===== config.mk =====
export PLATFORM = sky130hd
export DESIGN_NAME = uart_tx_cfg
export DESIGN_NICKNAME = d
export VERILOG_FILES = /design/src/rtl/uart_pkg.sv /design/src/rtl/uart_tx_cfg.sv
export SDC_FILE = /design/constraint.sdc
export NUM_CORES = 1
export LEC_CHECK = 0
export ABC_AREA = 1
export BUFFER_PORTS_ARGS = -buffer_cell sky130_fd_sc_hd__buf_4
export CORE_MARGIN = 5
export CORE_UTILIZATION = 30
export CTS_CLUSTER_SIZE = 14
export DETAILED_ROUTE_END_ITERATION = 12
export PLACE_DENSITY = 0.56
export SKIP_LAST_GASP = 1
export SLEW_MARGIN = 0
export SYNTH_ARGS = -nofsm -noshare
export SYNTH_HDL_FRONTEND = slang
export SYNTH_SLANG_ARGS = --single-unit

===== constraint.sdc =====
create_clock -name clk -period 2.55 [get_ports clk]
set_input_delay 0.3825 -clock clk [delete_from_list [all_inputs] [get_ports clk]]
set_output_delay 0.3825 -clock clk [all_outputs]
set_load 0.005 [all_outputs]

===== src/rtl/uart_pkg.sv =====
// Shared UART definitions: transmitter state encoding, parity modes and the
// parity helper used when a word is captured.
package uart_pkg;

    typedef enum logic [2:0] {IDLE, WAIT, START, DATA, PARITY, STOP} state_t;

    localparam int PARITY_NONE = 0;
    localparam int PARITY_EVEN = 1;
    localparam int PARITY_ODD  = 2;

    // Narrower words are zero-extended by the caller; zeros do not change the XOR.
    function automatic logic par_bit(input logic [8:0] word, input int mode);
        if (mode == PARITY_NONE) return 1'b0;
        if (mode == PARITY_ODD)  return ~(^word);
        return ^word;
    endfunction

endpackage


===== src/rtl/uart_tx_cfg.sv =====
// Parametrised UART transmitter: start bit, 5..9 data bits, optional parity,
// 1 or 2 stop bits, paced by an external one-cycle baud_tick strobe.
module uart_tx_cfg
    import uart_pkg::*;
#(
    parameter int DATA_BITS = 8,
    parameter int PARITY    = 0,
    parameter int STOP_BITS = 1,
    parameter int MSB_FIRST = 0
) (
    input  logic                 clk,
    input  logic                 rst,
    input  logic                 baud_tick,
    input  logic                 in_valid,
    output logic                 in_ready,
    input  logic [DATA_BITS-1:0] in_data,
    output logic                 tx,
    output logic                 busy,
    output logic                 tx_done
);

    if (DATA_BITS < 5 || DATA_BITS > 9) begin : g_bad_data_bits
        $error("uart_tx_cfg: DATA_BITS must be 5..9");
    end
    if (STOP_BITS < 1 || STOP_BITS > 2) begin : g_bad_stop_bits
        $error("uart_tx_cfg: STOP_BITS must be 1 or 2");
    end
    if (PARITY < 0 || PARITY > 2) begin : g_bad_parity
        $error("uart_tx_cfg: PARITY must be 0, 1 or 2");
    end

    localparam int CW = $clog2(DATA_BITS + 1);
    localparam logic [CW-1:0] LAST_BIT  = CW'(DATA_BITS);
    localparam logic          LAST_STOP = 1'(STOP_BITS - 1);

    state_t               state, state_n;
    logic [DATA_BITS-1:0] shreg, shreg_n, shreg_shift;
    logic [CW-1:0]        bit_cnt, bit_cnt_n;
    logic                 stop_cnt, stop_cnt_n;
    logic                 par, par_n;
    logic                 tx_n, busy_n, done_n;
    logic                 head;

    // The head of the shift register is always the next data bit to go out.
    assign head        = (MSB_FIRST != 0) ? shreg[DATA_BITS-1] : shreg[0];
    assign shreg_shift = (MSB_FIRST != 0) ? {shreg[DATA_BITS-2:0], 1'b0}
                                          : {1'b0, shreg[DATA_BITS-1:1]};
    assign in_ready    = (state == IDLE);

    always_comb begin
        state_n    = state;
        shreg_n    = shreg;
        bit_cnt_n  = bit_cnt;
        stop_cnt_n = stop_cnt;
        par_n      = par;
        tx_n       = tx;
        busy_n     = busy;
        done_n     = 1'b0;
        case (state)
            IDLE: begin
                // A tick landing in the accept cycle is deliberately not used.
                if (in_valid) begin
                    shreg_n = in_data;
                    par_n   = par_bit(9'(in_data), PARITY);
                    busy_n  = 1'b1;
                    state_n = WAIT;
                end
            end
            WAIT: begin
                if (baud_tick) begin
                    tx_n    = 1'b0;
                    state_n = START;
                end
            end
            START: begin
                if (baud_tick) begin
                    tx_n      = head;
                    shreg_n   = shreg_shift;
                    bit_cnt_n = CW'(1);
                    state_n   = DATA;
                end
            end
            DATA: begin
                if (baud_tick) begin
                    if (bit_cnt == LAST_BIT) begin
                        if (PARITY != PARITY_NONE) begin
                            tx_n    = par;
                            state_n = uart_pkg::PARITY;
                        end else begin
                            tx_n       = 1'b1;
                            stop_cnt_n = 1'b0;
                            state_n    = STOP;
                        end
                    end else begin
                        tx_n      = head;
                        shreg_n   = shreg_shift;
                        bit_cnt_n = bit_cnt + CW'(1);
                    end
                end
            end
            uart_pkg::PARITY: begin
                if (baud_tick) begin
                    tx_n       = 1'b1;
                    stop_cnt_n = 1'b0;
                    state_n    = STOP;
                end
            end
            STOP: begin
                if (baud_tick) begin
                    if (stop_cnt == LAST_STOP) begin
                        busy_n  = 1'b0;
                        done_n  = 1'b1;
                        state_n = IDLE;
                    end else begin
                        stop_cnt_n = 1'b1;
                    end
                end
            end
            default: state_n = IDLE;
        endcase
    end

    always_ff @(posedge clk) begin
        if (rst) begin
            state    <= IDLE;
            shreg    <= '0;
            bit_cnt  <= '0;
            stop_cnt <= 1'b0;
            par      <= 1'b0;
            tx       <= 1'b1;
            busy     <= 1'b0;
            tx_done  <= 1'b0;
        end else begin
            state    <= state_n;
            shreg    <= shreg_n;
            bit_cnt  <= bit_cnt_n;
            stop_cnt <= stop_cnt_n;
            par      <= par_n;
            tx       <= tx_n;
            busy     <= busy_n;
            tx_done  <= done_n;
        end
    end

endmodule


==> metrics.md <==
| Metric | Value |
|---|---|
| Switching Fraction | `47.1%` |
| Post-route DRC | `0` |
| Synth Area per Inst | `6.52 um^2` |
| Clock transition at path regs | `around 0.11 ns` |
| Setup Buffers After CTS | `0` |
| Final slew viol count | `0` |
| RR Endpoint | `state[2]` |
| Syn. warnings | `0` |
| Post-synth top flop | `dfxtp_1` |
| Crit Path Class | `reg2out` |
| Sequential Power Share | `33.0%` |
| Critical path startpoint category | `register` |
| Logic pwr share | `54.4%` |
| Hold path start | `rst` |
| # resized after CTS | `0` |
| Initial antenna violation count | `0` |
| Min-Delay Endpoint | `shreg[7]` |
| Pre-antenna DRT Iters | `4` |
| Fillers | `383` |
| H-tree depth | `1` |
| WP data arrival | `1.32 ns` |
| Synthesized area | `about 1100 um^2` |
| Die H | `69.3 um` |
| Gate Count Post-Synth | `162` |
| Status | `completed` |
| Multi-input gate area | `around 600 um^2` |
| Max-capacitance violation count | `0` |
| Final hold violations | `0` |
| Die Area | `4810 um^2` |
| Final wirelength | `2110 um` |
| PD cells | `1190 nW/um^2` |
| Mean routed wirelength per cell | `9.54 um` |
| Final setup viols | `0` |
| Antenna Nets Post-Route | `0` |
| DR vias/cell | `~4.4` |
| # port buffers | `15` |
| Synth async-reset ratio | `0%` |
| Commonest cells post-synth | `nand2_1, nor2_1, dfxtp_1, nand3_1, inv_1` |
| Dpl ws | `0.987 ns` |
| Clock skew | `0.00339 ns` |
| Largest net degree at the start of global routing | `17` |
| Sw power | `0.687 mW` |
| GR Overflow Total | `0` |
| GPL Wtd Cong | `about 0.8` |
| Syn_nets | `around 180` |
| Share of cells above drive strength 1 | `roughly 20%` |
| Clock network fraction of total power | `about an eighth` |
| Peak supply drop | `0.488 mV` |
| Required time of the critical path | `2.17 ns` |
| HP Class | `in2reg` |
| Area contributors post-synth | `dfxtp_1, nand2_1, nor2_1` |
| Sequential cell area | `360 um^2` |
| Vias | `980` |
| CP Capture Type | `output pin` |
| Drt first-iter violations | `50` |
| Fin crit share | `66.7%` |
| Fin crit period | `1.70 ns` |
| Maximum root-to-sink buffer count | `2` |
| Synthesized flop and latch total | `18` |
| Int Power | `0.771 mW` |
| Antenna cell count | `0` |
| CP Max Fanout | `9` |
| Core Util, Final | `36.3%` |
| Leak | `approximately 0.56 nW` |
| TritonCTS clock tree | `yes` |
| Setup TNS | `0 ns` |
| Io pins | `16` |
| Post-synthesis sequential area ratio | `34.1%` |
| Most common cell in the synthesized netlist | `nand2_1` |
| Clk sinks | `18` |
| Hold path depth | `2` |
| Latest clock arrival within the worst-skew pair | `0.30 ns` |
| Vias in the first global route | `871` |
| Core Region | `3360 um^2` |
| Cell variety after synth | `26` |
| Synth area leader | `dfxtp_1` |
| Die width | `69.3 um` |
| Placed cells | `217` |
| CTS Hold Bufs | `0` |
| Fmax | `around 0.59 GHz` |
| Post-route setup slack | `0.848 ns` |
| Row cnt | `21` |
| Reg-to-Reg Start | `state[2]` |
| Max_slew headroom | `69.5%` |
| R2r setup slk | `0.98 ns` |
| Number of synthesized flops with an enable pin | `0` |
| CTS root buf | `clkbuf_4` |
| Finished Layout Cells | `around 220` |
| Synthesis-to-layout area growth | `15.8%` |
| Total Nets Final | `190` |
| RSZ-0062 raised after global routing | `no` |
| CTS Buf Count | `3` |
| Top cell type's share of synthesized area | `34.1%` |
| Initial core utilization | `31.4%` |
| Depth of the worst register-to-register path | `7` |
| First-pass GRT wire length | `between 3000 and 4000 um` |
| Worst slew pin tran | `between 0.4 and 0.5 ns` |
| Total global-route track usage | `9.24%` |
| DP Wirelength | `1630 um` |
[how the worst max path moves through the flow]
stage / start / to / slack (ns) / cells past startpoint
after floorplan: bit_cnt[0] / shreg[5] / 1.20 / 11
after global placement: state[2] / state[1] / 1.00 / 7
after detailed placement: state[2] / state[1] / 0.99 / 7
after CTS: state[2] / in_ready / 0.84 / 4
after global routing: state[2] / in_ready / 0.76 / 4
final: state[2] / in_ready / 0.85 / 4
[per-stage QoR]
| stage | hold WS (ns) | total power, mW | area, um^2 |
|---|---|---|---|
| after floorplan | 0.446 | 1.17 | 1060 |
| after global placement | 0.459 | 1.27 | 1190 |
| after detailed placement | 0.455 | 1.29 | 1190 |
| after CTS | 0.283 | 1.47 | 1220 |
| after global routing | 0.290 | 1.62 | 1220 |
| final | 0.299 | 1.46 | 1220 |
[power by group through the flow]
stage	sequential (mW)	clock (mW)	combinational, mW
after floorplan	0.432	0	0.734
after global placement	0.487	0	0.788
after detailed placement	0.489	0	0.796
after CTS	0.483	0.193	0.797
after global routing	0.496	0.204	0.923
final	0.481	0.184	0.792
[final cells by class]
class                      instances  area share, %
timing repair buffer              15           9.21
inverter                          16           4.91
multi-input combinational        122           48.7
tap                               46           4.71
clock buffer                       4           2.97
sequential                        18           29.5
[metal layers]
layer  global-route usage (%)  part of all wire [%]  vias up
li1                         -                     -      532
met4                     2.60                   1.3        0
met2                     14.2                    42       22
met3                     3.62                   6.8        5
met5                        0                     0        -
met1                     11.9                    50      421
[cells in the final DEF, fill, tap and decap left out]
master / n
nand2_1: 46
nor2_1: 28
nand3_1: 18
dfxtp_1: 18
buf_4: 15
inv_1: 13
a21oi_1: 8
nand2_2: 4
inv_2: 3
clkbuf_4: 3
nor2_4: 2
nand3_2: 2
nor3_1: 2
ha_1: 2
nor2_2: 1
a21oi_2: 1
nand2_4: 1
nor2_8: 1
nand4_1: 1
o21ai_0: 1
xnor2_1: 1
o21ai_1: 1
o21bai_1: 1
a31oi_1: 1
clkbuf_8: 1
[flip-flops by register name (all words and copies together), names as in the netlist]
| register | count |
|---|---|
| shreg | 8 |
| bit_cnt | 4 |
| state | 3 |
| busy | 1 |
| tx | 1 |
| tx_done | 1 |
[critical path, cell delays in order (launching register included)]
cell and delay, ns:
dfxtp_1 0.62, inv_2 0.11, nand2_1 0.11, inv_1 0.05
buf_4 0.13
[cell families after synthesis]
logic type	after synthesis	share of synthesized area [%]
simple gates	106	46.3
buf+inv	22	9.48
flops	18	34.1
compound gates	13	6.87
fa+ha+maj	2	2.37
xor+xnor	1	0.830
Note: power is estimated with default switching activity, not from simulation.
